===== src/rtl/input_pkg.sv =====
// ----------------------------------------------------------------------------
// input_pkg
// Shared definitions for the player input conditioner and the physics stage.
//   state_t      : jump FSM states (IDLE / CHARGE / FIRE)
//   MOVE_*       : move_dir encodings, also decoded by player physics
//   move_encode  : debounced left/right to move_dir, both pressed gives none
// ----------------------------------------------------------------------------
package input_pkg;

    typedef enum logic [1:0] {
        ST_IDLE   = 2'd0,
        ST_CHARGE = 2'd1,
        ST_FIRE   = 2'd2
    } state_t;

    localparam logic [1:0] MOVE_NONE  = 2'b00;
    localparam logic [1:0] MOVE_LEFT  = 2'b01;
    localparam logic [1:0] MOVE_RIGHT = 2'b10;

    function automatic logic [1:0] move_encode(input logic left_db, input logic right_db);
        logic [1:0] dir;
        case ({left_db, right_db})
            2'b10:   dir = MOVE_LEFT;
            2'b01:   dir = MOVE_RIGHT;
            default: dir = MOVE_NONE;
        endcase
        return dir;
    endfunction

endpackage


===== src/rtl/btn_debounce.sv =====
// ----------------------------------------------------------------------------
// btn_debounce
// Two-flop synchroniser followed by a counting debouncer for one button.
// The stable state only flips after the synchronised level has disagreed with
// it for DEBOUNCE_CYCLES consecutive cycles; any agreement restarts the count.
//   sys_clk  in  system clock
//   sys_rst  in  asynchronous active-high reset
//   btn_raw  in  raw asynchronous button level (1 = pressed)
//   btn_db   out debounced level, registered
// ----------------------------------------------------------------------------
module btn_debounce #(
    parameter int DEBOUNCE_CYCLES = 16
) (
    input  logic sys_clk,
    input  logic sys_rst,
    input  logic btn_raw,
    output logic btn_db
);

    localparam int CNT_W = (DEBOUNCE_CYCLES > 1) ? $clog2(DEBOUNCE_CYCLES) : 1;
    localparam logic [CNT_W-1:0] CNT_LAST = CNT_W'(DEBOUNCE_CYCLES - 1);

    logic             sync1_q;
    logic             sync2_q;
    logic             stable_q;
    logic             stable_d;
    logic [CNT_W-1:0] cnt_q;
    logic [CNT_W-1:0] cnt_d;

    always_comb begin
        stable_d = stable_q;
        cnt_d    = '0;
        if (sync2_q != stable_q) begin
            if (cnt_q == CNT_LAST) begin
                stable_d = ~stable_q;
            end else begin
                cnt_d = cnt_q + 1'b1;
            end
        end
    end

    always_ff @(posedge sys_clk or posedge sys_rst) begin
        if (sys_rst) begin
            sync1_q  <= 1'b0;
            sync2_q  <= 1'b0;
            stable_q <= 1'b0;
            cnt_q    <= '0;
        end else begin
            sync1_q  <= btn_raw;
            sync2_q  <= sync1_q;
            stable_q <= stable_d;
            cnt_q    <= cnt_d;
        end
    end

    assign btn_db = stable_q;

endmodule


===== src/rtl/input_conditioner.sv =====
// ----------------------------------------------------------------------------
// input_conditioner
// Debounces the left/right/jump buttons, derives the movement direction and
// runs the jump charge-and-release FSM that hands a jump request to physics.
//   sys_clk       in   system clock
//   sys_rst       in   asynchronous active-high reset
//   left/right/jump in raw button levels (1 = pressed)
//   airborne      in   player not on ground (gates movement, aborts charge)
//   jump_ack      in   physics accepts the pending jump request (FIRE only)
//   move_dir      out  MOVE_NONE / MOVE_LEFT / MOVE_RIGHT
//   charging      out  1 while charging a jump
//   charge_level  out  live charge for the HUD
//   jump_valid    out  jump request pending
//   jump_power    out  latched power, stable while jump_valid is high
// ----------------------------------------------------------------------------
module input_conditioner
    import input_pkg::*;
#(
    parameter int DEBOUNCE_CYCLES    = 16,
    parameter int CHARGE_STEP_CYCLES = 8,
    parameter int CHARGE_MAX         = 63,
    parameter int CHARGE_W           = 6
) (
    input  logic                sys_clk,
    input  logic                sys_rst,
    input  logic                left,
    input  logic                right,
    input  logic                jump,
    input  logic                airborne,
    input  logic                jump_ack,
    output logic [1:0]          move_dir,
    output logic                charging,
    output logic [CHARGE_W-1:0] charge_level,
    output logic                jump_valid,
    output logic [CHARGE_W-1:0] jump_power
);

    // Window after reset during which the debouncers may still be catching up
    // with a button that was already held.
    localparam int SETTLE = DEBOUNCE_CYCLES + 2;
    localparam int SET_W  = $clog2(SETTLE + 1);
    localparam logic [SET_W-1:0] SETTLE_DONE = SET_W'(SETTLE);

    localparam int STEP_W = (CHARGE_STEP_CYCLES > 1) ? $clog2(CHARGE_STEP_CYCLES) : 1;
    localparam logic [STEP_W-1:0]   STEP_LAST = STEP_W'(CHARGE_STEP_CYCLES - 1);
    localparam logic [CHARGE_W-1:0] LVL_MAX   = CHARGE_W'(CHARGE_MAX);
    localparam logic [CHARGE_W-1:0] LVL_ONE   = CHARGE_W'(1);

    logic [2:0] btn_raw;
    logic [2:0] btn_db;
    logic       left_db;
    logic       right_db;
    logic       jump_db;

    assign btn_raw = {jump, right, left};

    generate
        for (genvar gi = 0; gi < 3; gi++) begin : g_db
            btn_debounce #(
                .DEBOUNCE_CYCLES(DEBOUNCE_CYCLES)
            ) u_db (
                .sys_clk(sys_clk),
                .sys_rst(sys_rst),
                .btn_raw(btn_raw[gi]),
                .btn_db (btn_db[gi])
            );
        end
    endgenerate

    assign left_db  = btn_db[0];
    assign right_db = btn_db[1];
    assign jump_db  = btn_db[2];

    state_t              state_q;
    logic [SET_W-1:0]    settle_q;
    logic                armed_q;
    logic                jump_prev_q;
    logic [STEP_W-1:0]   step_q;
    logic [CHARGE_W-1:0] level_q;
    logic [CHARGE_W-1:0] power_q;
    logic                valid_q;
    logic                charging_q;
    logic [1:0]          move_q;

    logic settled;
    logic jump_rise;
    logic jump_fall;

    assign settled   = (settle_q == SETTLE_DONE);
    // Rising edges only count once the debounced jump has been seen released
    // after settling, so a button held through reset never starts a charge.
    assign jump_rise = armed_q & jump_db & ~jump_prev_q;
    assign jump_fall = ~jump_db & jump_prev_q;

    always_ff @(posedge sys_clk or posedge sys_rst) begin
        if (sys_rst) begin
            state_q     <= ST_IDLE;
            settle_q    <= '0;
            armed_q     <= 1'b0;
            jump_prev_q <= 1'b0;
            step_q      <= '0;
            level_q     <= '0;
            power_q     <= '0;
            valid_q     <= 1'b0;
            charging_q  <= 1'b0;
            move_q      <= MOVE_NONE;
        end else begin
            jump_prev_q <= jump_db;
            if (!settled) begin
                settle_q <= settle_q + 1'b1;
            end
            if (settled && !jump_db) begin
                armed_q <= 1'b1;
            end

            move_q <= (state_q == ST_IDLE && !airborne) ? move_encode(left_db, right_db)
                                                        : MOVE_NONE;

            case (state_q)
                ST_IDLE: begin
                    if (jump_rise && !airborne) begin
                        state_q    <= ST_CHARGE;
                        level_q    <= '0;
                        step_q     <= '0;
                        charging_q <= 1'b1;
                    end
                end
                ST_CHARGE: begin
                    // Abort beats release, release beats the step increment.
                    if (airborne) begin
                        state_q    <= ST_IDLE;
                        level_q    <= '0;
                        charging_q <= 1'b0;
                    end else if (jump_fall) begin
                        state_q    <= ST_FIRE;
                        power_q    <= (level_q == '0) ? LVL_ONE : level_q;
                        valid_q    <= 1'b1;
                        charging_q <= 1'b0;
                    end else if (step_q == STEP_LAST) begin
                        step_q <= '0;
                        if (level_q != LVL_MAX) begin
                            level_q <= level_q + 1'b1;
                        end
                    end else begin
                        step_q <= step_q + 1'b1;
                    end
                end
                ST_FIRE: begin
                    if (jump_ack) begin
                        state_q <= ST_IDLE;
                        valid_q <= 1'b0;
                        level_q <= '0;
                    end
                end
                default: begin
                    state_q    <= ST_IDLE;
                    valid_q    <= 1'b0;
                    charging_q <= 1'b0;
                end
            endcase
        end
    end

    assign move_dir     = move_q;
    assign charging     = charging_q;
    assign charge_level = level_q;
    assign jump_valid   = valid_q;
    assign jump_power   = power_q;

endmodule


===== config.mk =====
export PLATFORM = sky130hd
export DESIGN_NAME = input_conditioner
export DESIGN_NICKNAME = d
export VERILOG_FILES = /design/src/rtl/input_pkg.sv /design/src/rtl/btn_debounce.sv /design/src/rtl/input_conditioner.sv
export SDC_FILE = /design/constraint.sdc
export NUM_CORES = 1
export LEC_CHECK = 0
export ABC_AREA = 1
export CAP_MARGIN = 10
export CORE_MARGIN = 2
export CORE_UTILIZATION = 55
export CTS_CLUSTER_DIAMETER = 120
export DETAILED_ROUTE_END_ITERATION = 8
export PLACE_DENSITY = 0.77
export SKIP_CTS_REPAIR_TIMING = 1
export SYNTH_ARGS = -nofsm -noshare
export SYNTH_HDL_FRONTEND = slang
export SYNTH_HIERARCHICAL = 1
export SYNTH_SLANG_ARGS = --single-unit

===== constraint.sdc =====
create_clock -name sys_clk -period 2 [get_ports sys_clk]
set_input_delay 0.4 -clock sys_clk [delete_from_list [all_inputs] [get_ports sys_clk]]
set_output_delay 0.4 -clock sys_clk [all_outputs]
set_load 0.01 [all_outputs]

### Word level (Yosys, flattened, before mapping)

Cells that the tools add are included.
W data, S select, Z words.

* $add $sub $neg: 6
* multiply operators: 0
* div/mod/pow operators: 0
* order comparisons: 0
* equal/unequal tests: 22
* shifts and indexed selects: 0
* multiplexer cells: 34
* bitwise logic cells: 10
* reductions and logical operators: 18

Operators by type and width (number)
* $mux W6: 7
* $mux W4: 6
* $pmux W6 S3: 1
* $add A4 B1 Y4 const B: 3
* $eq A4 B4 Y1 const B: 3
* $mux W3: 4
* $ne A3 B3 Y1 const B: 4
* $mux W2: 5
* $reduce_and A3 Y1: 3
* $ne A2 B2 Y1 const B: 4
* $reduce_and A4 Y1: 2
* $not A1 Y1: 7
* $add A6 B1 Y6 const B: 1
* $logic_not A6 Y1: 1
* $mux W1: 6
* $ne A6 B6 Y1 const B: 1
* $pmux W1 S3: 2
* $pmux W2 S3: 1
* $pmux W3 S2: 1
* $reduce_and A2 Y1: 3
* $reduce_and A6 Y1: 1
* $add A5 B1 Y5 const B: 1
* $eq A5 B5 Y1 const B: 1
* $eq A2 B1 Y1 const B: 2
* other kinds (12): 20

* register bits: 49
* bits in latches: 0
* RAM bits: 0
* bits in read-only memories: 0
* input bits: 7
* output and inout port bits: 16
* logic and storage cells: 112
* memories kept: 0

### Depth between registers and ports, before layout

* depth in word-level cells: 6
* gate-level depth with buffers: 9
* gate-level depth less buffers: 9

### Cells and area by module

The synthesis kept the hierarchy.

By module, submodules not included
* input_conditioner: times used 1, cells an instance 162, area an instance 1476.4 um2, seq. area each 700.7 um2
* btn_debounce: times used 3, cells an instance 29, area an instance 279.0 um2, seq. area each 175.2 um2

### Worst setup path before layout

No wires, ideal clock.

* path type: register -> register
* start: register level_q[0] (netlist: charge_level[0])
* end: register level_q[5] (netlist: charge_level[5])
* setup time: 0.117 ns
* arrival time: 1.236 ns
* required time: 1.883 ns
* path slack: 0.647 ns
* stages on the path, launching flop included: 8
* path buffers: 0
* period minus slack after synthesis: 1.353 ns
* cells stage by stage: dfrtp_1 > ha_1 > nand4_1 > nor2_4 > nor2_8 > nand2_4 > nand2_1 > nand2_1

* cells in the longest elaborated chain, start to end: 6
* elaborated cells between the ends (all ways): 9
* classes of those cells: 1 x add/sub; 2 x eq/ne; 5 x mux; 1 x reduce/logical

RTL lines
* from (decl): RTL line input_conditioner.sv:79 `logic [CHARGE_W-1:0] level_q;`
* from (signal assigned): RTL line input_conditioner.sv:142 `level_q <= level_q + 1'b1;`
* $add A6 B1 Y6: RTL line input_conditioner.sv:142
* $mux W6: RTL line input_conditioner.sv:141 `if (level_q != LVL_MAX) begin`
* $mux W6: RTL line input_conditioner.sv:139 `end else if (step_q == STEP_LAST) begin`
* $mux W6: RTL line input_conditioner.sv:134 `end else if (jump_fall) begin`
* $mux W6: RTL line input_conditioner.sv:130 `if (airborne) begin`
* $pmux W6 S3: RTL line input_conditioner.sv:119 `case (state_q)`

Several ways; a longest one is shown, not always the timed one. The select of a mux whose other input is x is not followed.
A chain may end at the register's enable or synchronous reset.

### Worst setup path after layout

* start: register level_q[2] (netlist: charge_level[2])
* end: output charge_level[2]

RTL lines
* to (decl): RTL line input_conditioner.sv:33 `output logic [CHARGE_W-1:0] charge_level,`

No word-level cell between the ends.

==> flow_summary.ini <==
[drt]
routedWlPerCell_um = 11.5
drt_iter0_markers = 113
wl_met2_um = 1890
vias_per_cell = 5.01
vias = 1633
top_layer = met4
wl_um = 3760
drc = 0
drtAntennaViolNets = 0
first_pass_iters = 4
met1_length_um = 1650
route.met3.wl_um = 131

[cts]
cts.sinks = 49
htree_levels = 2
worstSkewPairLatency_ps = 300
cts_tree = built
clock_path_buffers = 2
clk_pin_slew_ps = 80
cts_inserted_buffers = 5
cts_root_buffer = clkbuf_8

[placement]
portBuffers = 22
dp.final_hpwl_um = 2860
routabilityCongestion = 0.773
dpl_cell_area_mm2 = 0.00258

[critical_path]
r2r-start = charge_level[0]
cp_num_cells = 1
critPathBufInv = 1
criticalPathCategory = reg2out
cp_top_family = buffers and inverters
critical_path.endpoint_type = output pin
crit_start = charge_level[2]
critPathArrivalTime_ps = 1390
slowest_delay_ps = 590
crit_path_top_delay_cell = clkdlybuf4s50_1
reg2reg_slack_ps = 510
start_kind = flip-flop
r2r_cells = 7
r2r-end = charge_level[3]
crit_end = charge_level[2]
cp_max_fo = 8
path_cells = clkdlybuf4s50_1
crit_required_ps = 1600

[synth]
synthesis.instances = 249
yosysWarnings = 6
ys_seq_area_share_pct = 53.0
synthAdderAreaFrac_pct = 4.87
avgSynthCellArea_um2 = 9.29
yosysTopAreaCell = dfrtp_1
yosys.area_share.simple_pct = 29.3
synth_fp_nets = 265
synth_top_family_by_area = simple AND/OR/NAND/NOR gates
syn_area_mm2 = 0.00231
synth_cell_types = 32
synth_compound_area_share_pct = 3.57
synth.area.top_cells = dfrtp_1, nand2_1, nand3_1, ha_1, inv_1
netlist.area_leader.share_pct = 53.0
synthXorXnorAreaFrac_pct = 3.03
synth_mux_area_share_pct = 0
ys_seq_elements = 49

[die]
start_util_pct = 57.4
die_x_um = 68.9
die-area_mm2 = 0.00474
fp-row-count = 23
ios = 23
die_y_um = 68.9
core_mm2 = 0.00403

[pwr]
leakage_nw = 1.28
p_switching_mw = 0.368
clockPowerShare_pct = 34.0
power_switching_share_pct = 21.7
finalPower_mw = 1.69
ir_drop_v = 0.000527
seqPwrFrac_pct = 61.0
p_int_mw = 1.32
power_frac_comb_pct = 5.0
p_per_area_mw_per_mm2 = 634

[sta]
maxSlewViolCount = 0
hold_viol_final = 0
setup_tns_ps = 0
worst_pin_slew_ps = 450
rsz0062_at_grt = no
min_period_ps = 1790
post-route-period-util_pct = 89.5
finalSetupViolations = 0
finalClockSkew_ps = 4.36
max_freq_ghz = 0.559
relSlewSlack_pct = 70.0

[grt]
grt_pass1_vias = 1577
grt_max_degree = 29
grt_pass1_wl_um = 6670
grt-ovfl-total = 0
track_usage_pct = 19.6
antenna_found_initial = 0

[job]
drv_cap = 0

[finish]
final_area_mm2 = 0.00267
area_growth_syn_to_layout_pct = 15.4
final_nets = 292
finish.utilization_pct = 66.2
n_antenna_cell = 0
drive_above_1_share_pct = 10.5
final_common_cell = nand2_1
n_fill_cell = 339
final_cell_mix = nand2_1, dfrtp_1, inv_1

[outcome]
status = completed

[worst_hold_path]
min_from = g_db[0].u_db/sync1_q
hp-class = reg2reg
-- logic make-up after synthesis --
logic type	after synthesis
simple gates	135
flops	49
buf+inv	35
compound gates	13
fa+ha+maj	9
xor+xnor	8
-- metrics by stage --
step	cells	hold WS (ps)	setup WS, ps
CTS	326	355	207
floorplan	249	203	647
global route	326	361	134
finish	326	352	211
detailed placement	319	337	177
global placement	319	333	217
-- flip-flops by register name (all words and copies together), names as in the netlist, 2 cells and up --
signal / cells
charge_level: 6
settle_q: 5
jump_power: 6
step_q: 3
move_dir: 2
g_db.u_db/cnt_q: 12
g_db.u_db/btn_db: 3
g_db.u_db/sync2_q: 3
g_db.u_db/sync1_q: 3
state_q: 2
-- power groups by stage --
stage	Clock (mW)	Sequential, mW	Combinational (mW)
after global placement	0	1.05	0.0852
after floorplan	0	1.05	0.0540
final	0.575	1.03	0.0850
after detailed placement	0	1.05	0.0876
after CTS	0.595	1.03	0.0881
after global routing	0.638	1.04	0.101
-- final cells by class --
| cell class | count | area (µm²) | share of cell area, % |
|---|---|---|---|
| inverters | 32 | 123 | 4.59 |
| clock buffers | 7 | 86.3 | 3.23 |
| multi-input cells | 165 | 943 | 35.3 |
| repair buffers | 23 | 228 | 8.53 |
| flip-flops and latches | 49 | 1230 | 45.9 |
| well taps | 50 | 62.6 | 2.34 |
-- metal layers --
| layer | GRT usage (%) | up-vias |
|---|---|---|
| met2 | 31.6 | 23 |
| met5 | 0 | - |
| met1 | 23.7 | 761 |
| li1 | - | 841 |
| met3 | 5.68 | 8 |
| met4 | 10.5 | 0 |
-- worst min path at each step --
stage | cells after the start | end
6_report | 0 | g_db[0].u_db/sync2_q
5_1_grt | 0 | g_db[1].u_db/sync2_q
4_1_cts | 0 | g_db[0].u_db/sync2_q
3_5_place_dp | 0 | g_db[0].u_db/sync2_q
3_3_place_gp | 0 | g_db[1].u_db/sync2_q
2_1_floorplan | 1 | g_db[0].u_db/btn_db
-- cell usage after synthesis --
| library cell | number |
|---|---|
| nand3_1 | 23 |
| nor3_1 | 4 |
| nor3_2 | 2 |
| nand4_1 | 6 |
| a31oi_1 | 1 |
| nand4_2 | 1 |
| xor2_1 | 1 |
| or2_1 | 1 |
| inv_1 | 26 |
| a21oi_4 | 1 |
| inv_2 | 5 |
| nand2_1 | 60 |
| a21oi_1 | 2 |
| nand2_2 | 2 |
| nand2_4 | 3 |
| buf_6 | 1 |
| dfrtp_1 | 49 |
| o21ai_1 | 6 |
| nor2_1 | 24 |
| nand2_8 | 1 |
| buf_2 | 2 |
| nand3b_1 | 1 |
| nor2_4 | 4 |
| a21o_1 | 1 |
| inv_4 | 1 |
| xnor2_1 | 7 |
| o21ai_0 | 1 |
| nor2_8 | 1 |
| a22oi_1 | 1 |
| nor2_2 | 1 |
| ha_1 | 9 |
| or3_1 | 1 |
No activity file was read; power rests on OpenSTA's default activity.
==> patch (config.mk and constraints unchanged) <==
`CHARGE_STEP_CYCLES`: 8 -> 16.
--- a/src/rtl/input_conditioner.sv
+++ b/src/rtl/input_conditioner.sv
@@ -17,7 +17,7 @@
     import input_pkg::*;
 #(
     parameter int DEBOUNCE_CYCLES    = 16,
-    parameter int CHARGE_STEP_CYCLES = 8,
+    parameter int CHARGE_STEP_CYCLES = 16,
     parameter int CHARGE_MAX         = 63,
     parameter int CHARGE_W           = 6
 ) (
Function: same outputs for any inputs over 10 cycles, from zero or initial values and one cycle with sys_rst high; that may be too few to reach the edited logic, so the function may still have changed.
==> patch against the unedited design <==
Critical path depth unchanged; clock skew up 0.0028 ns; total power up 5.8%; area after synthesis up 2.5%; register-to-register slack worse by 0.02 ns; sequential cell count up 1; worst setup slack worse by 0.023 ns; routed wire length up 12%; final area up 2.7%; critical path type unchanged; largest cell class unchanged; highest routed layer unchanged.
==> patch: results (changes against the unedited design) <==
setup_path:
  r2r_slack_ns: 0.49  # was 0.51 ns
  cp_max_fo: 9  # was 8
grt:
  grt_use_met3_pct: 5.09  # was 5.68%
  grt_use_met2_pct: 33.1  # was 31.6%
  grt_first_pass_wirelength_um: 7530  # was 6670 um
  grt_max_degree: 30  # was 29
  met1_usage_pct: 23.2  # was 23.7%
placed_design:
  dp_hpwl_um: 3230  # was 2860 um
  placed_cell_area_um2: 2640  # was 2580 um^2
  dp.cells: 339  # was 319
  gp_congestion: 0.816  # was 0.773
routing:
  vias: 1824  # was 1633
  drtIter0Drc: 99  # was 113
  met2_wirelength_um: 2070  # was 1890 um
  wl_met3_um: 181  # was 131 um
  routedWlPerCell_um: 12.1  # was 11.5 um
synthesis:
  synth_cell_type_count: 26  # was 32
  synth-seq-area-share_pct: 52.7  # was 53.0%
  synth-adder-area-share_pct: 4.22  # was 4.87%
  synth_area_per_cell_um2: 8.82  # was 9.29 um^2
  synth_common_cells: "72 x nand2_1, 50 x dfrtp_1, 30 x inv_1"  # was 60 x nand2_1, 49 x dfrtp_1, 26 x inv_1
  synth_compound_area_share_pct: 4.01  # was 3.57%
  yosys.area_share.xor_xnor_pct: 2.58  # was 3.03%
  syn-num-nets: 284  # was 265
  synthTopCellsByArea: "dfrtp_1 53%, nand2_1 11%, inv_1 4.7%"  # was dfrtp_1 53%, nand2_1 9.7%, nand3_1 5.0%
pwr:
  p_leak_nw: 1.35  # was 1.28 nW
  internal_power_w: 0.00139  # was 0.00132 W
  seq_power_share_pct: 59.1  # was 61.0%
  p_comb_share_pct: 5.4  # was 5.0%
  max-vdd-ir-drop_mv: 0.504  # was 0.527 mV
  powerDensity_nw_per_um2: 653  # was 634 nW/um^2
run_status:
  status: "completed"  # unchanged
sta:
  hold-worst-slack_ns: 0.353  # was 0.352 ns
  worst_slack_ns: 0.188  # was 0.211 ns
  slew_headroom_pct: 61.7  # was 70.0%
  skew_ns: 0.00712  # was 0.00436 ns
final_layout:
  drive_gt1_share_pct: 9.09  # was 10.5%
  fin_nets: 311  # was 292
  final_cells: 347  # was 326
  n_fill_cell: 336  # was 339
clock_tree:
  clock_latency_ns: 0.30  # about the same
## patch: cell types whose count changed in the layout (fill, tap and decap cells not counted), moves of 2 or more
| cell | unedited run | this run |
|---|---|---|
| nor3_1 | 4 | 6 |
| inv_2 | 5 | 2 |
| nor2_1 | 24 | 28 |
| o21ai_1 | 6 | 4 |
| nor3_2 | 2 | 0 |
| o21ai_0 | 1 | 9 |
| inv_1 | 26 | 30 |
| nor2_2 | 1 | 4 |
| nand4_1 | 6 | 8 |
| clkinv_4 | 0 | 2 |
| nand2_1 | 60 | 72 |
## patch: layout make-up
class	instances	area (um^2)	share of cell area, %
clock buffers	7	96.3	3.52
well taps	50	62.6	2.28
clock inverters	1	8.76	0.320
inverters	33	129	4.70
repair buffers	23	228	8.31
flip-flops and latches	50	1250	45.7
multi-input cells	183	965	35.2
## patch: cells by family after synthesis
kind of cell,count (synthesis)
buffers and inverters,36
adders and majority gates,8
and+or+nand+nor,151
AOI/OAI and AO/OA,17
xor gates and xnor gates,7
DFF,50
